**src/rtl/map_pkg.sv**
```systemverilog
// Shared definitions for the scrolling map generator: tile codes, FSM states,
// LFSR taps and the difficulty-to-threshold mapping.
package map_pkg;

    localparam logic [1:0] TILE_EMPTY = 2'd0;
    localparam logic [1:0] TILE_LOW   = 2'd1;
    localparam logic [1:0] TILE_HIGH  = 2'd2;
    localparam logic [1:0] TILE_RSVD  = 2'd3;

    typedef enum logic [1:0] {
        IDLE = 2'd0,
        PLAY = 2'd1,
        DEAD = 2'd2
    } state_t;

    localparam logic [15:0] LFSR_TAPS = 16'hB400;

    localparam logic [4:0] THR_D0 = 5'd4;
    localparam logic [4:0] THR_D1 = 5'd6;
    localparam logic [4:0] THR_D2 = 5'd8;
    localparam logic [4:0] THR_D3 = 5'd10;

    function automatic logic [4:0] diff_threshold(input logic [1:0] difficulty);
        case (difficulty)
            2'd0:    return THR_D0;
            2'd1:    return THR_D1;
            2'd2:    return THR_D2;
            default: return THR_D3;
        endcase
    endfunction

    // Galois right-shift step; the generator decides tiles from this post-step value.
    function automatic logic [15:0] lfsr_step(input logic [15:0] cur);
        return cur[0] ? ((cur >> 1) ^ LFSR_TAPS) : (cur >> 1);
    endfunction

endpackage

```
**src/rtl/map_generator_lfsr16.sv**
```systemverilog
// 16-bit Galois LFSR that advances once per step strobe; only rst_n reloads the seed.
module lfsr16
    import map_pkg::*;
#(
    parameter logic [15:0] SEED = 16'hACE1
) (
    input  logic        clk,
    input  logic        rst_n,
    input  logic        step,
    output logic [15:0] value
);

    always_ff @(posedge clk or negedge rst_n) begin
        if (!rst_n)
            value <= SEED;
        else if (step)
            value <= lfsr_step(value);
    end

endmodule

```
**src/rtl/map_generator.sv**
```systemverilog
// Scrolling obstacle-map producer: game FSM, obstacle spacing counter and the
// tile shift register that feeds the physics engine.
module map_generator
    import map_pkg::*;
#(
    parameter int          NUM_TILES = 8,
    parameter logic [15:0] LFSR_SEED = 16'hACE1,
    parameter int          MIN_GAP   = 2
) (
    input  logic                   clk,
    input  logic                   rst_n,
    input  logic                   tick,
    input  logic                   run,
    input  logic                   is_dead,
    input  logic [1:0]             difficulty,
    output logic [2*NUM_TILES-1:0] map_tiles,
    output logic                   tile_valid,
    output logic [15:0]            scroll_count,
    output logic [1:0]             state
);

    localparam logic [7:0] GAP_MAX = 8'(MIN_GAP);

    state_t      cur_state;
    logic [7:0]  gap_cnt;
    logic [7:0]  gap_next;
    logic [1:0]  new_tile;
    logic [15:0] lfsr_value;
    logic [15:0] lfsr_post;
    logic        accept;

    assign accept    = (cur_state == PLAY) && tick && run && !is_dead;
    assign lfsr_post = lfsr_step(lfsr_value);
    assign state     = cur_state;

    lfsr16 #(.SEED(LFSR_SEED)) u_lfsr (
        .clk   (clk),
        .rst_n (rst_n),
        .step  (accept),
        .value (lfsr_value)
    );

    // Spacing rule first: an obstacle is only possible once the gap has refilled.
    always_comb begin
        new_tile = TILE_EMPTY;
        gap_next = gap_cnt;
        if (gap_cnt < GAP_MAX) begin
            gap_next = gap_cnt + 8'd1;
        end else if ({1'b0, lfsr_post[3:0]} < diff_threshold(difficulty)) begin
            new_tile = lfsr_post[4] ? TILE_HIGH : TILE_LOW;
            gap_next = 8'd0;
        end else begin
            gap_next = GAP_MAX;
        end
    end

    always_ff @(posedge clk or negedge rst_n) begin
        if (!rst_n) begin
            cur_state    <= IDLE;
            map_tiles    <= '0;
            tile_valid   <= 1'b0;
            scroll_count <= 16'd0;
            gap_cnt      <= GAP_MAX;
        end else begin
            tile_valid <= 1'b0;
            case (cur_state)
                IDLE: begin
                    map_tiles <= '0;
                    gap_cnt   <= GAP_MAX;
                    if (run) begin
                        cur_state    <= PLAY;
                        scroll_count <= 16'd0;
                    end
                end
                PLAY: begin
                    if (is_dead) begin
                        cur_state <= DEAD;
                    end else if (!run) begin
                        cur_state <= IDLE;
                        map_tiles <= '0;
                    end else if (tick) begin
                        map_tiles  <= {map_tiles[2*NUM_TILES-3:0], new_tile};
                        gap_cnt    <= gap_next;
                        tile_valid <= 1'b1;
                        if (scroll_count != 16'hFFFF)
                            scroll_count <= scroll_count + 16'd1;
                    end
                end
                DEAD: begin
                    if (!run) begin
                        cur_state <= IDLE;
                        map_tiles <= '0;
                    end
                end
                default: cur_state <= IDLE;
            endcase
        end
    end

endmodule

```
**config.mk**
```make
export PLATFORM = sky130hd
export DESIGN_NAME = map_generator
export DESIGN_NICKNAME = d
export VERILOG_FILES = /design/src/rtl/map_pkg.sv /design/src/rtl/map_generator_lfsr16.sv /design/src/rtl/map_generator.sv
export SDC_FILE = /design/constraint.sdc
export NUM_CORES = 1
export LEC_CHECK = 0
export BUFFER_PORTS_ARGS = -buffer_cell sky130_fd_sc_hd__buf_2
export CELL_PAD_IN_SITES_DETAIL_PLACEMENT = 1
export CELL_PAD_IN_SITES_GLOBAL_PLACEMENT = 2
export CORE_MARGIN = 2
export CORE_UTILIZATION = 35
export DETAILED_ROUTE_END_ITERATION = 6
export PLACE_DENSITY = 0.78
export SYNTH_ARGS = -nofsm -noshare
export SYNTH_HDL_FRONTEND = slang
export SYNTH_SLANG_ARGS = --single-unit
```
**constraint.sdc**
```tcl
create_clock -name clk -period 3.2 [get_ports clk]
set_input_delay 0.32 -clock clk [delete_from_list [all_inputs] [get_ports clk]]
set_output_delay 0.32 -clock clk [all_outputs]
set_load 0.005 [all_outputs]
```
==> results of run 1 <==
[state kept, by name, indices dropped and copies added (netlist names)]
signal        count
tile_valid        1
scroll_count     16
state             2
gap_cnt           8
u_lfsr.value     16
map_tiles        16
[where the power goes]
group | total (mW) | switching, mW | internal, mW | leakage, nW
Sequential | 0.835 | 0.0450 | 0.790 | 0.785
Clock | 0.664 | 0.283 | 0.382 | 0.0947
Combinational | 0.190 | 0.121 | 0.0690 | 0.616
[stage by stage]
| step | hold WS (ns) | area (um^2) | utilization (%) | setup slack [ns] |
|---|---|---|---|---|
| floorplan | 0.0244 | 2730 | - | 1.64 |
| global placement | 0.443 | 3020 | 39.5 | 0.903 |
| detailed placement | 0.449 | 3020 | 39.5 | 0.750 |
| CTS | 0.155 | 3210 | 42.0 | 0.771 |
| global route | 0.196 | 3210 | 42.0 | 0.523 |
| finish | 0.128 | 3210 | 42.0 | 0.800 |
[routing by layer]
metal	part of all wire (%)	track usage [%]
met1	50	22.6
met3	4.6	5.04
met2	45	24.2
met5	0	0
met4	0.84	5.22
[kinds of logic (layout without fill, tap and decap cells)]
family | after synthesis | after routing | share of synthesized area [%]
AND/OR/NAND/NOR | 131 | 131 | 23.6
flip-flops | 59 | 59 | 54.5
AO/OA/AOI/OAI | 72 | 72 | 15.6
adder cells (fa/ha/maj) | 4 | 4 | 1.83
buffers and inverters | 17 | 64 | 2.84
multiplexers | 1 | 1 | 0.366
XOR/XNOR | 4 | 4 | 1.28
[final cells by class]
| class | instances | share of cell area (%) |
|---|---|---|
| Inverter | 5 | 0.585 |
| Clock inverter | 2 | 1.09 |
| Tap cell | 102 | 3.98 |
| Multi-Input combinational cell | 212 | 36.3 |
| Timing Repair Buffer | 43 | 6.86 |
| Sequential cell | 59 | 46.4 |
| Clock buffer | 14 | 4.76 |
[worst max path at each step]
stage                   from               to  slack [ns]  depth (start not counted)
floorplan           state[0]    map_tiles[13]        1.64                          7
global placement    state[0]  scroll_count[7]        0.90                          6
detailed placement  state[0]  scroll_count[5]        0.75                          6
CTS                 state[0]  scroll_count[5]        0.77                          6
global route        state[0]  scroll_count[5]        0.52                          6
finish              state[0]  scroll_count[5]        0.80                          6
[cell usage in the layout, fill, tap and decap left out, types with 2 or more instances in the layout]
cell type / count
o21ai_1: 9
o311ai_1: 2
o211ai_1: 2
nor2b_1: 3
buf_4: 2
o31ai_1: 3
or4_4: 2
nor2_1: 14
a21o_1: 2
clkbuf_8: 10
clkbuf_1: 4
a41oi_1: 2
nor4_1: 2
o21ai_0: 32
o41ai_1: 2
and4_1: 2
nand4_1: 4
dfstp_2: 9
nand2b_1: 5
nand3_1: 10
ha_1: 4
a22o_1: 4
nand3_2: 2
xnor2_1: 4
inv_1: 4
buf_2: 41
a21oi_1: 8
a31oi_1: 4
and3_1: 3
dfrtp_1: 50
nand2_1: 74
[synthesized netlist by cell type (all sizes together), types with 5 or more instances]
library cell  count
dfstp             9
dfrtp            50
buf               6
nand2            75
nand3            12
a21oi             8
nor2             14
o21ai            41
inv               5
nand2b            6
clkbuf            6
[critical path, cell delays in order, from the launching register on]
cell and delay, ns:
dfrtp_1 0.50, and2b_1 0.29, and2_4 0.26, nand2b_2 0.30, inv_2 0.48, nand2_2 0.16, o41ai_1 0.28
==> impl_metrics.env, run 1 <==
export IMPL_outcome="complete, no violations"
export IMPL_synth_edff_count=0
export IMPL_die_w_um=92.3
export IMPL_period_needed_ns=2.40
export IMPL_arrival_ns=2.61
export IMPL_cts_sinks=59
export IMPL_grt_pass1_wl_mm=10.8
export IMPL_drt_wl_total_mm=6.42
export IMPL_diodes=0
export IMPL_rows=32
export IMPL_startpoint_type="register"
export IMPL_netlist_area_um2=2730
export IMPL_fin_worst_skew_ns=0.0106
export IMPL_max_slew_margin_rel_pct=49.7
export IMPL_synthFlopType="dfrtp_1"
export IMPL_ys_seq_area_share_pct=54.5
export IMPL_instances_no_fill=437
export IMPL_hold_buffers=0
export IMPL_dp_cells=421
export IMPL_drtIter0Drc=93
export IMPL_hold_viol_final=0
export IMPL_grt_use_total_pct=16.3
export IMPL_rsz0062_at_grt="false"
export IMPL_drc=0
export IMPL_grt_max_degree=60
export IMPL_netlist_top_cells_area="dfrtp_1 (46%), nand2_1 (10%), dfstp_2 (8.7%)"
export IMPL_worstPathRequired_ns=3.41
export IMPL_reg2reg_to="scroll_count[5]"
export IMPL_die_area_um2=8530
export IMPL_setup_tns_ns=0
export IMPL_layout_drive_gt1_share_pct=22.4
export IMPL_fillers=911
export IMPL_setup_viol=0
export IMPL_yosysWarnings=0
export IMPL_vias_per_cell=5.11
export IMPL_cap_violations=0
export IMPL_synth_top_area_share_pct=45.8
export IMPL_die_y_um=92.3
export IMPL_worstMarginPinSlew_ns=0.752
export IMPL_syn_instance_count=288
export IMPL_yosysUniqueCellTypes=45
export IMPL_ctsRootBufferMaster="clkbuf_8"
export IMPL_overflow=0
export IMPL_r2r_slack_ns=0.80
export IMPL_hp_class="input pin to asynchronous set/reset pin"
export IMPL_area_delta_synth_final_pct=17.5
export IMPL_cts_max_path_buffers=2
export IMPL_postCtsSetupRepairBufs=0
export IMPL_cts_buffers=9
export IMPL_dp_hpwl_mm=4.28
export IMPL_htree_levels=3
export IMPL_drtPass1Iterations=4
export IMPL_finalCritPeriodShare_pct=75.0
export IMPL_rr_worst_depth=6
export IMPL_mappedNetlistNets=299
export IMPL_ys_ff_latch=59
export IMPL_cp_end_kind="register"
export IMPL_nets=341
export IMPL_yosys_area_top_type="dfrtp_1"
export IMPL_async_flop_share_pct=100
export IMPL_core_um2=7650
export IMPL_gp_congestion=0.751
export IMPL_slew_violations=0
export IMPL_dr_total_vias=2233
export IMPL_insertion_delay_ns=0.33
export IMPL_critPathMaxFanout=25
export IMPL_p_leak_nw=1.50
export IMPL_start_util_pct=35.7
export IMPL_path_class="register to register"
export IMPL_cts_resized=0
export IMPL_cts_tree="built"
export IMPL_ff_latch_area_um2=1490
export IMPL_p_total_mw=1.69
export IMPL_cellPowerDensity_nw_per_um2=527
export IMPL_synth_area_per_cell_um2=9.48
export IMPL_grt_pass1_vias=2173
export IMPL_io_pins=42
export IMPL_final_antenna_net_count=0
export IMPL_max_freq_mhz=417
export IMPL_peakVddDrop_mv=0.201
export IMPL_multi_input_area_um2=1170
export IMPL_cts_clk_slew_worst_paths_ns=0.07
export IMPL_port_buffers=41
export IMPL_wl_per_cell_um=14.7
export IMPL_reg2reg_from="state[0]"
export IMPL_antenna_found_initial=0
Power figures use the tool's default switching activity.
==> run 2, diff against run 1 <==
Settings changed: CORE_UTILIZATION 35 to 31, PLACE_DENSITY 0.78 to 0.73.
Clock period 3.2 ns to 2.2 ns, I/O delays scaled along.
==> impl_metrics.env, run 2 (same netlist as run 1, synthesis figures left out) <==
export IMPL_outcome="complete, no violations"
export IMPL_cts_sinks=59
export IMPL_period_needed_ns=1.94
export IMPL_path_cells="and2b_1 > and2_4 > nand2b_2 > inv_2 > buf_4 > nand3_1 > o21ai_0"
export IMPL_rows=34
export IMPL_die_y_um=97.9
export IMPL_setup_tns_ns=0
export IMPL_worstPathRequired_ns=2.46
export IMPL_p_leak_nw=1.55
export IMPL_cts_max_path_buffers=2
export IMPL_slew_violations=0
export IMPL_worstMarginPinSlew_ns=0.553
export IMPL_max_freq_mhz=515
export IMPL_slowest_delay_ns=0.45
export IMPL_max_slew_margin_rel_pct=62.8
export IMPL_p_total_mw=2.72
export IMPL_wl_per_cell_um=15.3
export IMPL_dr_total_vias=2276
export IMPL_postCtsSetupRepairBufs=0
export IMPL_overflow=0
export IMPL_path_class="register to register"
export IMPL_final_util_pct=38.4
export IMPL_ctsRootBufferMaster="clkbuf_8"
export IMPL_grt_max_degree=29
export IMPL_die_w_um=97.9
export IMPL_core_um2=8640
export IMPL_cts_clk_slew_worst_paths_ns=0.07
export IMPL_dp_hpwl_mm=4.74
export IMPL_cp_end_kind="register"
export IMPL_die_area_um2=9580
export IMPL_vias_per_cell=5.07
export IMPL_cap_violations=0
export IMPL_layout_common_cells="nand2_1 (74), dfrtp_1 (50), buf_2 (41)"
export IMPL_worst_path_max_delay_cell="dfrtp_1"
export IMPL_io_pins=42
export IMPL_layout_drive_gt1_share_pct=24.3
export IMPL_final_common_cell="nand2_1"
export IMPL_reg_top3="map_tiles: 16 flops, scroll_count: 16 flops, u_lfsr.value: 16 flops"
export IMPL_final_antenna_net_count=0
export IMPL_nets=347
export IMPL_holdWs_ns=0.123
export IMPL_setup_viol=0
export IMPL_cts_tree="built"
export IMPL_drt_wl_total_mm=6.87
export IMPL_grt_use_total_pct=15.5
export IMPL_cellPowerDensity_nw_per_um2=819
export IMPL_drtIter0Drc=74
export IMPL_drtPass1Iterations=4
export IMPL_hold_viol_final=0
export IMPL_dp_slack_ns=0.247
export IMPL_hold_buffers=1
export IMPL_rsz0062_at_grt="false"
export IMPL_diodes=0
export IMPL_gp_congestion=0.789
export IMPL_grt_pass1_wl_mm=11.9
export IMPL_startpoint_type="register"
export IMPL_antenna_found_initial=0
export IMPL_hp_class="input pin to register"
export IMPL_grt_pass1_vias=2357
export IMPL_drc=0
export IMPL_start_util_pct=31.6
export IMPL_cts_buffers=9
export IMPL_peakVddDrop_mv=0.297
export IMPL_port_buffers=41
export IMPL_finalCritPeriodShare_pct=88.3
export IMPL_cts_resized=0
export IMPL_arrival_ns=2.20
export IMPL_htree_levels=3
export IMPL_area_delta_synth_final_pct=21.4
export IMPL_setup_slack_ns=0.258
export IMPL_insertion_delay_ns=0.34
export IMPL_fin_worst_skew_ns=0.00869
export IMPL_critPathMaxFanout=22
==> run 2: changes by cell type in the layout (fill, tap and decap cells not counted) <==
cell / previous run / this run
bufinv_16: 1 / 3
clkinv_2: 1 / 2
dlygate4sd3_1: 0 / 1
clkbuf_1: 4 / 1
buf_4: 2 / 7
==> run 2: layout make-up <==
type | instances | area [um^2]
Multi-Input combinational cell | 212 | 1170
Clock inverter | 5 | 100
Inverter | 5 | 18.8
Tap cell | 108 | 135
Clock buffer | 11 | 141
Fill cell | 1013 | 5320
Timing Repair Buffer | 49 | 268
Sequential cell | 59 | 1490
==> run 2: critical path: cells and delay by family, from the launching register on <==
family | cells | cell delay, ns
buffers and inverters | 2 | 0.41
DFF | 1 | 0.45
and+or+nand+nor | 4 | 0.85
AOI/OAI and AO/OA | 1 | 0.15
==> run 2: stage by stage <==
stage / instance area, um^2 / instances
2_1_floorplan: 2730 / 288
3_3_place_gp: 3070 / 432
3_5_place_dp: 3070 / 432
4_1_cts: 3320 / 449
5_1_grt: 3320 / 449
6_report: 3320 / 449
==> run 2: report_power, final <==
group          internal (mW)  switching (mW)
Combinational          0.112           0.186
Clock                  0.780           0.428
Sequential              1.15          0.0601
==> run 2: worst paths after layout <==
path	start	to	slack (ns)	depth (start not counted)
max in group asynchronous	rst_n	u_lfsr.value[7]	1.11	3
worst max-delay path	state[1]	scroll_count[2]	0.26	7
worst min-delay path	is_dead	state[0]	0.12	2
min in group asynchronous	rst_n	map_tiles[6]	0.35	2
worst min register to register	u_lfsr.value[7]	u_lfsr.value[6]	0.46	2
worst max register to register	state[1]	scroll_count[2]	0.26	7
==> run 2: layer usage <==
layer | up-vias | part of all wire (%) | track usage, %
li1 | 1097 | - | -
met1 | 1128 | 50 | 22.1
met2 | 42 | 44 | 22.6
met3 | 9 | 4.4 | 3.72
met4 | 0 | 1.6 | 6.41
met5 | - | 0 | 0
==> run 3, diff against run 2 <==
Settings changed: CORE_UTILIZATION 31 to 35, PLACE_DENSITY 0.73 to 0.78, SLEW_MARGIN set to 20.
Clock period 2.2 ns to 2.5 ns, I/O delays scaled along.
==> impl_metrics.env, run 3 (same netlist as run 1, synthesis figures left out) <==
export IMPL_outcome="complete, no violations"
export IMPL_io_pins=42
export IMPL_dr_total_vias=2260
export IMPL_drt_wl_total_mm=6.68
export IMPL_cts_max_path_buffers=2
export IMPL_fillers=922
export IMPL_diodes=0
export IMPL_p_leak_nw=1.49
export IMPL_drc=0
export IMPL_cts_sinks=59
export IMPL_layout_common_cells="nand2_1 (74), dfrtp_1 (50), buf_2 (41)"
export IMPL_combinationalPowerShare_pct=12.0
export IMPL_power_frac_seq_pct=51.2
export IMPL_startpoint_type="register"
export IMPL_worstMarginPinSlew_ns=0.764
export IMPL_peakVddDrop_mv=0.229
export IMPL_p_switching_mw=0.594
export IMPL_hold_buffers=1
export IMPL_grt_pass1_wl_mm=11.5
export IMPL_worstPathRequired_ns=2.73
export IMPL_port_buffers=41
export IMPL_die_y_um=92.3
export IMPL_p_total_mw=2.08
export IMPL_clkPwrFrac_pct=36.8
export IMPL_setup_viol=0
export IMPL_htree_levels=3
export IMPL_final_antenna_net_count=0
export IMPL_drtIter0Drc=71
export IMPL_path_class="register to register"
export IMPL_insertion_delay_ns=0.34
export IMPL_rsz0062_at_grt="false"
export IMPL_layout_drive_gt1_share_pct=22.6
export IMPL_instances_no_fill=439
export IMPL_arrival_ns=2.35
export IMPL_hp_class="input pin to register"
export IMPL_wl_per_cell_um=15.2
export IMPL_cap_violations=0
export IMPL_setup_tns_ns=0
export IMPL_slew_violations=0
export IMPL_cp_end_kind="register"
export IMPL_area_delta_synth_final_pct=17.7
export IMPL_grt_pass1_vias=2235
export IMPL_drtPass1Iterations=4
export IMPL_max_slew_margin_rel_pct=49.0
export IMPL_gp_congestion=0.769
export IMPL_cts_resized=0
export IMPL_die_w_um=92.3
export IMPL_nets=343
export IMPL_hold_viol_final=0
export IMPL_grt_use_total_pct=17.5
export IMPL_cts_clk_slew_worst_paths_ns=0.07
export IMPL_ctsRootBufferMaster="clkbuf_8"
export IMPL_p_sw_share_pct=28.5
export IMPL_vias_per_cell=5.15
export IMPL_die_area_um2=8530
export IMPL_antenna_found_initial=0
export IMPL_finalCritPeriodShare_pct=85.1
export IMPL_start_util_pct=35.7
export IMPL_cts_tree="built"
export IMPL_max_freq_mhz=470
export IMPL_fin_worst_skew_ns=0.0107
export IMPL_holdWs_ns=0.137
export IMPL_postCtsSetupRepairBufs=0
export IMPL_reg_top3="map_tiles: 16 flops, scroll_count: 16 flops, u_lfsr.value: 16 flops"
export IMPL_final_common_cell="nand2_1"
export IMPL_core_um2=7650
export IMPL_grt_max_degree=34
export IMPL_dp_cells=422
export IMPL_period_needed_ns=2.13
export IMPL_cellPowerDensity_nw_per_um2=648
export IMPL_critPathMaxFanout=25
export IMPL_cts_buffers=9
export IMPL_rows=32
export IMPL_dp_hpwl_mm=4.49
export IMPL_internal_power_mw=1.49
export IMPL_overflow=0
[run 3: changes by cell type in the layout (fill, tap and decap cells not counted)]
cell	before	now
buf_4	7	2
bufinv_16	3	0
clkbuf_1	1	4
buf_12	0	1
clkinv_2	2	1
clkinvlp_4	0	1
[run 3: layout make-up]
| type | count | area (um^2) | area share, % |
|---|---|---|---|
| clock buffers | 14 | 153 | 4.75 |
| clock inverters | 2 | 12.5 | 0.389 |
| well taps | 102 | 128 | 3.97 |
| inverters | 5 | 18.8 | 0.584 |
| repair buffers | 45 | 250 | 7.78 |
| flip-flops and latches | 59 | 1490 | 46.3 |
| multi-input cells | 212 | 1170 | 36.3 |
[run 3: path summary, 6_finish.rpt]
check	from	end	slack, ns	depth (start not counted)
max	state[0]	scroll_count[7]	0.37	6
min reg2reg	u_lfsr.value[7]	u_lfsr.value[7]	0.46	2
max in group asynchronous	rst_n	u_lfsr.value[7]	1.32	3
min	is_dead	state[0]	0.14	2
min in group asynchronous	rst_n	map_tiles[8]	0.48	2
max reg2reg	state[0]	scroll_count[7]	0.37	6
[run 3: metal layers]
metal  vias to the layer above  part of all wire, %  global-route usage (%)
met4                         0                  1.9                    7.46
li1                       1094                    -                       -
met3                        11                  3.8                    4.48
met5                         -                    0                       0
met1                      1111                   49                    24.7
met2                        44                   45                    25.3
[run 3: power groups by stage]
stage	clock network (mW)	logic (mW)	registers, mW
after floorplan	0	0.164	1.07
after global placement	0	0.250	1.08
after detailed placement	0	0.255	1.08
after CTS	0.796	0.257	1.07
after global routing	0.833	0.290	1.08
final	0.767	0.251	1.07
[run 3: metrics by stage]
step	instance area (um^2)	worst slack [ns]	util (%)
finish	3220	0.373	42.0
global route	3220	0.135	42.0
CTS	3220	0.314	42.0
detailed placement	3040	0.320	39.8
global placement	3040	0.446	39.8
floorplan	2730	0.940	-
[run 3: worst max-delay path, cell delays in order (launching register included)]
cell and delay [ns]:
dfrtp_1 0.51, and2b_1 0.29, and2_4 0.27, nand2b_2 0.08, inv_2 0.36, nand2_2 0.19, o41ai_1 0.29
